--- src/rtl/ysyx_22040088_fetch_queue.sv ---
// Decoupled instruction fetch queue: issues in-order PC-tagged requests to
// instruction memory, buffers up to DEPTH instructions and hands {inst, pc}
// pairs to the decoder. A redirect flushes the queue and discards stale
// in-flight responses.
module ysyx_22040088_fetch_queue #(
   parameter int              XLEN     = 64,
   parameter int              ILEN     = 32,
   parameter int              DEPTH    = 4,
   parameter logic [XLEN-1:0] RESET_PC = 64'h8000_0000
) (
   input  logic            clk,
   input  logic            rst,
   output logic            imem_req_valid,
   input  logic            imem_req_ready,
   output logic [XLEN-1:0] imem_req_addr,
   input  logic            imem_resp_valid,
   input  logic [ILEN-1:0] imem_resp_data,
   input  logic            redirect_valid,
   input  logic [XLEN-1:0] redirect_pc,
   output logic            inst_valid,
   input  logic            inst_ready,
   output logic [ILEN-1:0] inst,
   output logic [XLEN-1:0] inst_pc
);

   localparam int PW = $clog2(DEPTH) + 1;
   localparam int AW = PW - 1;

   logic [XLEN-1:0] fetch_pc;
   logic [XLEN-1:0] pc_q   [DEPTH];
   logic [ILEN-1:0] data_q [DEPTH];

   logic [PW-1:0] head;
   logic [PW-1:0] fill;
   logic [PW-1:0] tail;
   logic [PW-1:0] drop_cnt;

   logic [PW-1:0] count;
   logic [PW-1:0] pending;
   logic [PW:0]   occupancy;
   logic          full;
   logic          req_fire;
   logic          deq_fire;
   logic          resp_drop;
   logic          resp_fill;
   logic          resp_take;

   assign count     = tail - head;
   assign pending   = tail - fill;
   // Discarded responses still occupy request slots until they return.
   assign occupancy = {1'b0, count} + {1'b0, drop_cnt};
   assign full      = occupancy >= (PW+1)'(DEPTH);

   assign imem_req_valid = rst && !full && !redirect_valid;
   assign imem_req_addr  = rst ? fetch_pc : RESET_PC;
   assign req_fire       = imem_req_valid && imem_req_ready;

   assign inst_valid = rst && (head != fill) && !redirect_valid;
   assign inst       = data_q[head[AW-1:0]];
   assign inst_pc    = pc_q[head[AW-1:0]];
   assign deq_fire   = inst_valid && inst_ready;

   // A response with nothing pending and nothing to drop is ignored.
   assign resp_drop = imem_resp_valid && (drop_cnt != '0);
   assign resp_fill = imem_resp_valid && (drop_cnt == '0) && (pending != '0);
   assign resp_take = resp_drop || resp_fill;

   // Pointer, drop counter and fetch PC update; redirect overrides all else.
   always_ff @(posedge clk) begin
      if (!rst) begin
         fetch_pc <= RESET_PC;
         head     <= '0;
         fill     <= '0;
         tail     <= '0;
         drop_cnt <= '0;
      end else if (redirect_valid) begin
         fetch_pc <= redirect_pc & ~XLEN'(3);
         head     <= tail;
         fill     <= tail;
         drop_cnt <= drop_cnt + pending - PW'(resp_take);
      end else begin
         if (req_fire) begin
            tail     <= tail + PW'(1);
            fetch_pc <= fetch_pc + XLEN'(4);
         end
         if (resp_drop) drop_cnt <= drop_cnt - PW'(1);
         if (resp_fill) fill <= fill + PW'(1);
         if (deq_fire)  head <= head + PW'(1);
      end
   end

   // Entry storage: PC tag written at request, instruction at response.
   always_ff @(posedge clk) begin
      if (req_fire) pc_q[tail[AW-1:0]] <= fetch_pc;
      if (rst && !redirect_valid && resp_fill) data_q[fill[AW-1:0]] <= imem_resp_data;
   end

   // Responses must match an outstanding or to-be-dropped request.
   resp_protocol : assert property (@(posedge clk) disable iff (!rst)
      imem_resp_valid |-> ((pending != '0) || (drop_cnt != '0)));

endmodule

--- config.mk ---
export PLATFORM = sky130hd
export DESIGN_NAME = ysyx_22040088_fetch_queue
export DESIGN_NICKNAME = d
export VERILOG_FILES = /design/src/rtl/ysyx_22040088_fetch_queue.sv
export SDC_FILE = /design/constraint.sdc
export NUM_CORES = 1
export LEC_CHECK = 0
export CORE_MARGIN = 2
export CORE_UTILIZATION = 40
export DETAILED_ROUTE_END_ITERATION = 7
export GPL_TIMING_DRIVEN = 0
export MAX_ROUTING_LAYER = met4
export SLEW_MARGIN = 0
export SYNTH_ARGS = -nofsm -noshare
export SYNTH_HDL_FRONTEND = slang
export SYNTH_SLANG_ARGS = --single-unit
--- constraint.sdc ---
create_clock -name clk -period 4.61 [get_ports clk]
set_input_delay 0.922 -clock clk [delete_from_list [all_inputs] [get_ports clk]]
set_output_delay 0.922 -clock clk [all_outputs]
set_load 0.1 [all_outputs]
# Word-level counts from Yosys, hierarchy flattened
# Memories as Yosys holds them, arrays and structs flattened. A register that Yosys moved wholly into a read port is not among the register bits.
# Index checks and enable logic that the tools add are counted.
# Widths: inputs -> output; s select.
dict set report totals {
  out_inout_bits 162
  mem_count 2
  input_bits 102
  mem_bits_rw 384
  ff_bits 76
}
# name depth word_bits rd rd_ports_with_merged_regs wr line
set mem_list {}
lappend mem_list {pc_q 4 64 1 1 1 30} ;# logic [XLEN-1:0] pc_q [DEPTH];
lappend mem_list {data_q 4 32 1 1 1 31} ;# logic [ILEN-1:0] data_q [DEPTH];
dict set report classes {
  n_eq_ne 1
  bitwise 2
  addsub 10
  order_cmp 1
  n_reduce_logical 23
  mux 17
}
# op count
set op_table {}
lappend op_table {{$mux 64} 3}
lappend op_table {{$add 64x3->64 const B} 1}
lappend op_table {{$mux 3} 6}
lappend op_table {{$logic_and 1x1->1} 11}
lappend op_table {{$add 3x1->3 const B} 3}
lappend op_table {{$mux 2} 4}
lappend op_table {{$reduce_bool 2->1} 4}
lappend op_table {{$reduce_bool 3->1} 2}
lappend op_table {{$sub 3x3->3} 2}
lappend op_table {{$add 3x3->4} 1}
lappend op_table {{$ge 4x3->1 const B} 1}
lappend op_table {{$mux 1} 4}
lappend op_table {{$add 3x3->3} 1}
lappend op_table {{$logic_not 3->1} 1}
lappend op_table {{$ne 3x3->1} 1}
lappend op_table {{$sub 3x1->3} 1}
lappend op_table {{$sub 3x1->3 const B} 1}
lappend op_table {{$logic_not 1->1} 2}
lappend op_table {{$not 1->1} 2}
lappend op_table {{$reduce_and 2->1} 1}
lappend op_table {{$reduce_or 2->1} 1}
lappend op_table {{$logic_or 1x1->1} 1}

# Longest topological paths before layout
# Gate-level depths: netlist of run 1.
dict set report depth {
  ltp_word 9
  mapped_depth 16
  mapped_depth_nobuf 16
}

# Least setup slack after synthesis of run 1
# Ideal clock, no wire load.
dict set report synth_path {
  path_type {register to output}
  from {register tail[0]}
  to {output imem_req_valid}
  arrival_ns 3.990
  setup_slack_ns -0.302
  path_stages_with_launch 10
  path_cell_list {dfxtp_1 > inv_1 > ha_1 > inv_1 > fa_1 > xor2_1 > xnor2_1 > ha_1 > or3_4 > nor3_1}
}
dict set report synth_via {
  elab_chain_len 6
}
# element line
set synth_lines {}
lappend synth_lines {{start, declared} 35} ;# logic [PW-1:0] tail;
lappend synth_lines {{start signal, assigned} 83} ;# tail <= tail + PW'(1);
lappend synth_lines {{$sub 3x3->3} 48} ;# assign count = tail - head;
lappend synth_lines {{$add 3x3->4} 51} ;# assign occupancy = {1'b0, count} + {1'b0, drop_cnt};
lappend synth_lines {{$ge 4x3->1} 52} ;# assign full = occupancy >= (PW+1)'(DEPTH);
lappend synth_lines {{$logic_not 1->1} 54} ;# assign imem_req_valid = rst && !full && !redirect_valid;
lappend synth_lines {{$logic_and 1x1->1 (2 in series)} 54}
lappend synth_lines {{end, declared} 13} ;# output logic imem_req_valid,
# Every way passes these cells.

# Final worst setup path of run 1
dict set report layout_path {
  from {input rst}
  to {output imem_req_addr[39]}
}
dict set report layout_via {
  elab_chain_len 1
}
# element line
set layout_lines {}
lappend layout_lines {{start, declared} 12} ;# input logic rst,
lappend layout_lines {{$mux 64} 55} ;# assign imem_req_addr = rst ? fetch_pc : RESET_PC;
lappend layout_lines {{end, declared} 15} ;# output logic [XLEN-1:0] imem_req_addr,
# Every way passes these cells.

==> reports/summary.txt, run 1 <==
Outcome: finished clean
Clock-pin transition on the worst setup and hold timing paths: 60 ps
CP most frequent cell: clkbuf_1
Gate power share: 0.163
CP max FO: 10
Post-DRT Antenna Nets: 0
Clock sinks: 452
Bufs on Longest Clock Path: 3
P_int: 7.38 mW
Post-synth EDFFs: 376
Core area: 46400 um^2
Maximum vdd drop: 0.254 mV
Die height: 220 um
DP HPWL: 34500 um
Num CTS Buffers: 48
Routed wire length: 51200 um
CP delay by family, top: buffers and inverters
Max stage delay on crit path: 860 ps
Placed Cells: 2034
Die area: 48500 um^2
# setup viols final: 0
Row count: 79
P&R area growth vs syn: 26.8%
First-iteration detailed-routing DRC count: 950
Vias in the first global route: 11387
I/O pin cnt: 264
Sequential power share: 0.454
Sw power: 2.94 mW
Mapped Cells: 1159
Post-CTS Hold Buffers: 0
Later-pin clock latency in the skew report: 600 ps
WHS Path Cells: 0
First-pass GRT wire length: 74300 um
Global routing usage on met3: 0.0476
Port Buf Inserts: 257
Max-cap violations: 0
Crit path depth: 5
Period Utilization, post-route: 0.981
Per-cell routed wire length: 24.1 um
WS Path Type: input port to primary output
Syn Area/Cell: 16.1 um^2
Pre-antenna DRT Iters: 6
Number of post-CTS setup repair buffers: 0
HP Class: register to register
Largest net degree at the start of global routing: 51
CTS H-tree depth: 2
Clk root buf: clkbuf_16
Post-synthesis cell type count: 64
Layout cells sized above 1: 0.184
PnR Total Power: 10.3 mW
Setup crit end kind: primary output
Vias per cell: 5.49
Design Area, Final: 23700 um^2
Final Hold Fails: 0
Worst Setup Start Kind: input port
Layout Skew: 28.7 ps
Met2 global-route usage: 0.325
Worst EP required: 3690 ps
RSZ-0062 raised after global routing: no
Chip Width: 220 um
GR Util All Layers: 0.217
Via count: 11683
Grt ovf: 0
GRT met1 Usage: 0.295
Arrival @ worst endpoint: 3600 ps
Asr flop ratio synth: 0
Fin. max-slew vios: 0
Drt drc: 0
Initial Utilization: 0.403
Synth Register Bits: 452
Switch share: 0.285
R2r worst-path depth: 12
Synthesized cell area: 18700 um^2
Clock Power Share: 0.384
CTS tree: done
CP max-delay cell: dlygate4sd2_1
Power density cells: 435 nW/um^2
Nets: 1601
Sequence of cells on the critical path: clkdlybuf4s50_1 -> clkbuf_1 -> clkbuf_1 -> and2_1 -> dlygate4sd2_1
Commonest register cell after synthesis: edfxtp_1
Leak pwr: 8.10 nW
Slew Limit Headroom: 0.143
GRT Max-Usage Layer: met2
Synthesis warning total: 0
Dpl cell area: 22200 um^2
Hold Slack: 529 ps
Fin cells: 2128
Seq/Total Area, Yosys: 0.685
Minimum clock period: 4520 ps
Peak Freq: 0.221 GHz
Actual slew at the worst max-slew pin: 1270 ps
CP bufs+invs: 4
RePlAce Congestion: 0.872
Initial antenna violation count: 9
cell usage in the layout, fill, tap and decap left out, drive strengths merged, types with 7 or more instances in the layout:
cell | Yosys | final
and3 | 22 | 22
buf | 19 | 26
clkdlybuf4s15 | 0 | 47
and2 | 79 | 79
nor2 | 46 | 46
a31oi | 20 | 20
clkdlybuf4s50 | 0 | 136
xnor2 | 15 | 15
clkinv | 1 | 18
edfxtp | 376 | 376
bufinv | 0 | 7
ha | 19 | 19
diode | 0 | 7
o21ai | 39 | 39
a21oi | 47 | 47
inv | 13 | 16
o22ai | 15 | 15
dfxtp | 76 | 76
dlygate4sd2 | 0 | 43
nand2 | 52 | 52
and4 | 9 | 9
xor2 | 22 | 22
nand4 | 29 | 29
nor3 | 13 | 13
clkbuf | 48 | 139
mux4 | 94 | 94
nor4 | 7 | 7
nand3 | 36 | 36
final timing paths:
path / startpoint / to / slack, ps
setup / recovery: rst / imem_req_addr[39] / 90
hold / removal: fetch_pc[61]$_SDFFE_PN0P_ / pc_q[2][61]$_DFFE_PP_ / 530
setup reg to reg: tail[0]$_SDFFE_PN0P_ / pc_q[3][53]$_DFFE_PP_ / 180
hold reg to reg: fetch_pc[61]$_SDFFE_PN0P_ / pc_q[2][61]$_DFFE_PP_ / 530
cells by family after synthesis:
group,count (synthesis),synth area share
flops,452,0.685
buf+inv,81,0.0188
other cells,1,0.000201
compound gates,156,0.0503
simple gates,309,0.0946
fa+ha+maj,22,0.0159
mux,100,0.116
xor+xnor,38,0.0185
power by group through the flow:
| stage | registers (mW) | logic, mW | clock network [mW] |
|---|---|---|---|
| 6_report | 4.69 | 1.68 | 3.96 |
| 3_3_place_gp | 4.76 | 1.71 | 0 |
| 5_1_grt | 4.70 | 1.77 | 4.20 |
| 4_1_cts | 4.68 | 1.69 | 4.04 |
| 3_5_place_dp | 4.77 | 1.73 | 0 |
| 2_1_floorplan | 4.72 | 1.24 | 0 |
area by class of cell:
class	count	area (um^2)
Antenna cell	7	17.5
Buffer	67	313
Clock buffer	59	1260
Clock inverter	28	344
Fill cell	3894	22600
Inverter	14	52.6
Multi-Input combinational cell	629	5580
Sequential cell	452	12800
Tap cell	607	759
Timing Repair Buffer	265	2570
synth_stat cells (2+ instances only):
master	instances	area, um^2
edfxtp_1	376	11300
a32oi_1	4	35.0
mux4_2	94	2120
xor2_1	22	193
and3b_1	2	17.5
nor3_4	2	32.5
a221oi_1	4	35.0
mux2i_1	5	50.1
a21o_1	4	30.0
nor4_2	2	25.0
ha_1	19	238
buf_1	3	11.3
nor2_1	46	173
nor4_1	4	25.0
or3_1	4	25.0
nand2_1	52	195
fa_1	3	60.1
buf_2	8	40.0
and3_1	22	138
o21ai_0	39	195
a22oi_1	5	37.5
dfxtp_1	76	1520
nor3_1	9	45.0
inv_1	13	48.8
buf_4	6	45.0
and4_1	9	78.8
o31ai_1	2	15.0
nand4_1	28	175
nand3_1	35	175
a2bb2oi_1	2	17.5
o22ai_1	15	93.8
nand2b_1	4	25.0
a31oi_1	20	125
a21oi_1	46	230
nor3_2	2	20.0
buf_6	2	22.5
xnor2_1	15	131
o211ai_1	3	22.5
clkbuf_1	48	180
and2_1	79	494
o311ai_1	2	17.5
metrics by stage:
step,TNS [ps],utilization,setup WS [ps]
after floorplan,0,-,562
after global placement,-212100,0.476,-888
after detailed placement,-16870,0.480,-456
after CTS,0,0.513,0.509
after global routing,0,0.511,0.0921
final,0,0.511,89.3
flip-flops by register name, indices dropped and copies added, names as in the netlist, named ones only:
| name | count |
|---|---|
| drop_cnt | 3 |
| fetch_pc | 62 |
| tail | 3 |
| head | 3 |
| pc_q | 248 |
| fill | 3 |
| data_q | 128 |
metal layers:
metal | up-vias | wire length [um]
li1 | 5215 | -
met1 | 5977 | 22100
met2 | 408 | 24200
met3 | 83 | 3480
met4 | 0 | 1430
met5 | - | 0
repair_timing:
item                                    4_1_cts  5_1_grt
pin swaps                                     0        0
cloned                                        0        0
gates resized for setup                     187       81
endpoints found under the hold margin         0        0
endpoints found under the setup margin      238       52
Power figures use the tool's default switching activity.
==> inputs of run 2 (changes only) <==
--- a/config.mk
+++ b/config.mk
@@ -14,3 +14,4 @@
 export SYNTH_ARGS = -nofsm -noshare
 export SYNTH_HDL_FRONTEND = slang
 export SYNTH_SLANG_ARGS = --single-unit
+export TNS_END_PERCENT = 10
==> run 2 against run 1 <==
- clock skew down 4.9 ps
- worst hold slack better by 17 ps
- first-iteration DRC count up 2.3%
- final cell count unchanged
- sequential power about the same
- highest routed layer unchanged
- sequential cell count unchanged
- core utilization about the same
- largest cell class unchanged
- die area unchanged
- global-route usage up 0.16 points
- largest power group unchanged
==> reports/summary.txt, run 2 (same netlist as run 1, synthesis figures left out) <==
Minimum clock period: 4530 ps
Power density cells: 423 nW/um^2
Initial antenna violation count: 6
Grt ovf: 0
PnR worst setup slack: 84.5 ps
Pre-CTS WS: -478 ps
Later-pin clock latency in the skew report: 600 ps
CTS tree: done
Via count: 11588
P&R area growth vs syn: 26.8%
Leading cell type in the layout, fill and taps excluded: edfxtp_1
# setup viols final: 0
Period Utilization, post-route: 0.982
CP max-delay cell: clkbuf_1
Fin cells: 2128
Per-cell routed wire length: 24.1 um
DP HPWL: 34700 um
GR Util All Layers: 0.218
Worst EP required: 3690 ps
Clock sinks: 452
RSZ-0062 raised after global routing: yes
CP bufs+invs: 4
Routed wire length: 51200 um
Most frequent cells in the layout: edfxtp_1 (376), clkdlybuf4s50_1 (136), mux4_2 (94), dfxtp_1 (76), and2_1 (71)
Bufs on Longest Clock Path: 3
Clock-pin transition on the worst setup and hold timing paths: 70 ps
First-iteration detailed-routing DRC count: 972
Layout cells sized above 1: 0.164
Setup crit end kind: primary output
Gate power share: 0.167
CP max FO: 10
Peak Freq: 0.221 GHz
Largest net degree at the start of global routing: 45
WS Path Type: input port to primary output
I/O pin cnt: 264
Sequence of cells on the critical path: clkdlybuf4s50_1 -> clkbuf_1 -> clkbuf_1 -> and2_1 -> clkdlybuf4s15_2
Die height: 220 um
Sequential power share: 0.467
Initial Utilization: 0.403
Clock Power Share: 0.366
Chip Width: 220 um
Nets: 1601
Arrival @ worst endpoint: 3600 ps
Maximum vdd drop: 0.308 mV
Outcome: finished clean
Layout Skew: 23.8 ps
HP Class: register to register
Final Hold Fails: 0
Max reg flops: 248
Core area: 46400 um^2
Die area: 48500 um^2
Row count: 79
Placed Cells: 2034
CTS H-tree depth: 2
Post-CTS Hold Buffers: 0
Register cell area after layout: 12800 um^2
Vias per cell: 5.45
Leak pwr: 8.03 nW
Layout filler cell count: 3924
Hold Slack: 545 ps
Switch share: 0.294
Fin. max-slew vios: 0
Vias in the first global route: 11674
Pre-antenna DRT Iters: 5
CP most frequent cell: clkbuf_1
Drt drc: 0
First-pass GRT wire length: 75400 um
Max-cap violations: 0
Clk root buf: clkbuf_16
P_int: 7.09 mW
Slew Limit Headroom: 0.135
CP delay by family, top: buffers and inverters
Area occupied by multi-input gates: 5580 um^2
Worst Setup Start Kind: input port
Actual slew at the worst max-slew pin: 1290 ps
R2r setup slk: 190 ps
Post-DRT Antenna Nets: 0
Num CTS Buffers: 48
Final core occ: 0.511
Port Buf Inserts: 257
Sw power: 2.95 mW
RePlAce Congestion: 0.879
Max stage delay on crit path: 660 ps
==> run 2: path summary, 6_finish.rpt <==
check / startpoint / to / depth (start not counted)
max reg2reg: tail[0]$_SDFFE_PN0P_ / pc_q[3][40]$_DFFE_PP_ / 12
max: rst / imem_req_addr[55] / 5
min reg2reg: fetch_pc[61]$_SDFFE_PN0P_ / pc_q[2][61]$_DFFE_PP_ / 0
min: fetch_pc[61]$_SDFFE_PN0P_ / pc_q[2][61]$_DFFE_PP_ / 0
==> run 2: routing by layer <==
metal	GRT usage	share of wire
met5	-	0
met4	0.0718	0.026
met3	0.0466	0.072
met2	0.338	0.48
met1	0.288	0.42
==> run 2: cell type report <==
class                   instances  area share
multi-input cells             629       0.235
clock inverters                30      0.0105
flip-flops and latches        452       0.541
clock buffers                  58      0.0523
diodes                          6    0.000633
plain buffers                  67      0.0128
well taps                     607      0.0320
inverters                      14     0.00222
repair buffers                265       0.114
==> run 2: repair_timing <==
action / in CTS / in global routing
endpoints found under the setup margin: 232 / 93
setup buffers: 0 / 0
resized for setup: 202 / 20
cloned: 0 / 0
==> run 2: power groups by stage <==
stage / sequential [mW] / clock (mW) / combinational (mW)
4_1_cts: 4.68 / 3.77 / 1.69
3_3_place_gp: 4.77 / 0 / 1.70
2_1_floorplan: 4.72 / 0 / 1.24
6_report: 4.69 / 3.67 / 1.68
5_1_grt: 4.70 / 3.92 / 1.77
3_5_place_dp: 4.77 / 0 / 1.72
==> run 2: per-stage QoR <==
stage / instance area [um^2] / power, mW / setup TNS (ps)
2_1_floorplan: 18700 / 5.96 / -12540
3_3_place_gp: 22000 / 6.47 / -429520
3_5_place_dp: 22200 / 6.49 / -19910
4_1_cts: 23700 / 10.1 / 0
5_1_grt: 23700 / 10.4 / -68.9
6_report: 23700 / 10.0 / 0
==> inputs of run 3 (changes only) <==
--- a/config.mk
+++ b/config.mk
@@ -5,11 +5,13 @@
 export SDC_FILE = /design/constraint.sdc
 export NUM_CORES = 1
 export LEC_CHECK = 0
+export CORE_ASPECT_RATIO = 0.7
 export CORE_MARGIN = 2
 export CORE_UTILIZATION = 40
 export DETAILED_ROUTE_END_ITERATION = 7
 export GPL_TIMING_DRIVEN = 0
 export MAX_ROUTING_LAYER = met4
+export PLACE_DENSITY = 0.62
 export SLEW_MARGIN = 0
 export SYNTH_ARGS = -nofsm -noshare
 export SYNTH_HDL_FRONTEND = slang
==> run 3 against run 2 <==
- the flow now finishes with violations (setup timing)
- global-route usage down 0.17 points
- fmax down 2.0%
- combinational power about the same
- critical path depth unchanged
- critical path type unchanged
- critical endpoint is now imem_req_addr[33]
- largest power group unchanged
==> reports/summary.txt, run 3 (same netlist as run 1, synthesis figures left out) <==
GR Util All Layers: 0.216
Vias per cell: 5.57
Leak pwr: 8.16 nW
Final core occ: 0.512
Placed Cells: 2039
Chip Width: 262 um
Max stage delay on crit path: 840 ps
Initial Utilization: 0.404
WS Path Type: input port to primary output
Clock-pin transition on the worst setup and hold timing paths: 60 ps
Fin. max-slew vios: 0
Num CTS Buffers: 46
Worst Hold Launch: fetch_pc[61]$_SDFFE_PN0P_
PnR worst setup slack: -8.45 ps
FF-to-FF Start: tail[0]$_SDFFE_PN0P_
Later-pin clock latency in the skew report: 570 ps
DP HPWL: 35500 um
Core area: 46300 um^2
Post-DRT Antenna Nets: 0
Per-cell routed wire length: 24.4 um
Sequence of cells on the critical path: clkdlybuf4s50_1 -> clkbuf_1 -> clkbuf_1 -> and2_1 -> clkdlybuf4s15_1
WHS Endpoint: pc_q[1][61]$_DFFE_PP_
Arrival @ worst endpoint: 3700 ps
Minimum clock period: 4620 ps
Bufs on Longest Clock Path: 3
Vias in the first global route: 11673
Maximum vdd drop: 0.225 mV
Row count: 66
Grt ovf: 0
Final Hold Fails: 0
Peak Freq: 0.217 GHz
Clk root buf: clkbuf_16
First-iteration detailed-routing DRC count: 1182
Max-cap violations: 0
Slew Limit Headroom: 0.165
CP max FO: 10
RePlAce Congestion: 0.901
Port Buf Inserts: 257
Nets: 1599
CTS H-tree depth: 2
P&R area growth vs syn: 26.9%
I/O pin cnt: 264
Most frequent cells in the layout: edfxtp_1 (376), clkdlybuf4s50_1 (136), dlygate4sd2_1 (105), mux4_2 (94), dfxtp_1 (76)
CTS tree: done
Global routing usage on met3: 0.0407
End of the worst register-to-register path: pc_q[3][32]$_DFFE_PP_
Post-CTS Hold Buffers: 0
Die area: 48500 um^2
Pre-antenna DRT Iters: 8
Period Utilization, post-route: 1.00
Via count: 11870
First-pass GRT wire length: 75200 um
Outcome: complete, but fails checks
Met2 global-route usage: 0.324
Worst EP required: 3690 ps
RSZ-0062 raised after global routing: yes
Leading cell type in the layout, fill and taps excluded: edfxtp_1
CP max-delay cell: clkdlybuf4s15_1
R2r worst-path depth: 12
Max reg flops: 248
HP Class: register to register
Routed wire length: 51900 um
Layout cells sized above 1: 0.147
Power density cells: 430 nW/um^2
CP delay by family, top: buffers and inverters
# setup viols final: 1
Largest net degree at the start of global routing: 41
GRT Max-Usage Layer: met2
Layout Skew: 29.2 ps
R2r setup slk: 150 ps
Worst Setup Start Kind: input port
Clock sinks: 452
WHS Path Cells: 0
Drt drc: 0
Die height: 185 um
Setup crit end kind: primary output
CP bufs+invs: 4
Actual slew at the worst max-slew pin: 1240 ps
Failing checks: setup timing
Initial antenna violation count: 5
CP most frequent cell: clkbuf_1
Fin cells: 2130
GRT met1 Usage: 0.295
run 3: cell types whose count changed in the layout (fill, tap and decap cells not counted), moves of 2 or more:
| cell | before | now |
|---|---|---|
| clkbuf_8 | 0 | 4 |
| bufinv_16 | 2 | 6 |
| dlygate4sd2_1 | 65 | 105 |
| clkdlybuf4s15_1 | 17 | 6 |
| buf_16 | 3 | 5 |
| inv_16 | 2 | 0 |
| clkinv_1 | 17 | 11 |
| clkbuf_2 | 7 | 2 |
| buf_12 | 5 | 3 |
| clkdlybuf4s15_2 | 35 | 11 |
run 3: cell type report:
cell class / instances / area [um^2]
clock inverter: 25 / 288
timing repair buffer: 265 / 2650
tap: 612 / 766
buffer: 67 / 308
sequential: 452 / 12800
antenna: 6 / 15.0
clock buffer: 60 / 1260
fill: 3871 / 22600
multi-input combinational: 629 / 5580
inverter: 14 / 52.6
run 3: where the power goes:
part	internal (mW)	leakage (nW)	switching, mW
Combinational	0.482	3.34	1.19
Clock	2.27	0.755	1.56
Sequential	4.55	4.06	0.135
Total	7.31	8.16	2.88
run 3: worst max-delay path by stage:
stage               cells past startpoint                     to            startpoint  slack, ps
CTS                                     5      imem_req_addr[26]                   rst         10
floorplan                              11  pc_q[2][10]$_DFFE_PP_  tail[0]$_SDFFE_PN0P_        -70
finish                                  5      imem_req_addr[33]                   rst         -8
global route                           12  pc_q[3][32]$_DFFE_PP_  tail[0]$_SDFFE_PN0P_        -20
detailed placement                      5       imem_req_addr[2]                   rst       -430
global placement                       11  pc_q[1][23]$_DFFE_PP_  tail[0]$_SDFFE_PN0P_      -2180
run 3: metrics by stage:
step / power [mW] / TNS [ps] / area (um^2) / hold WS (ps) / setup WS (ps)
after global routing: 10.5 / -332 / 23700 / 540 / -24.7
after global placement: 6.47 / -461140 / 22100 / 519 / -2180
after floorplan: 5.96 / -12540 / 18700 / 460 / -67.4
after detailed placement: 6.50 / -10310 / 22300 / 532 / -432
final: 10.2 / -8.45 / 23700 / 534 / -8.45
after CTS: 10.3 / 0 / 23700 / 538 / 11.9
run 3: worst register-to-register path: stages (launching register included):
cell	delay, ps
dfxtp_1	370
inv_1	170
ha_1	170
inv_1	50
fa_1	370
xor2_1	160
xnor2_1	140
ha_1	280
or3_4	400
nor4b_4	550
clkbuf_1	570
and2_4	550
buf_16	300
run 3: metal layers:
layer,vias up,share of wire
li1,5209,-
met2,487,0.46
met1,6072,0.43
met5,-,0
met4,0,0.034
met3,102,0.070
run 3: what timing repair did:
| action | in CTS | in global routing |
|---|---|---|
| setup buffers | 0 | 0 |
| endpoints found under the setup margin | 218 | 106 |
| cloned | 0 | 0 |
| resized for setup | 147 | 6 |
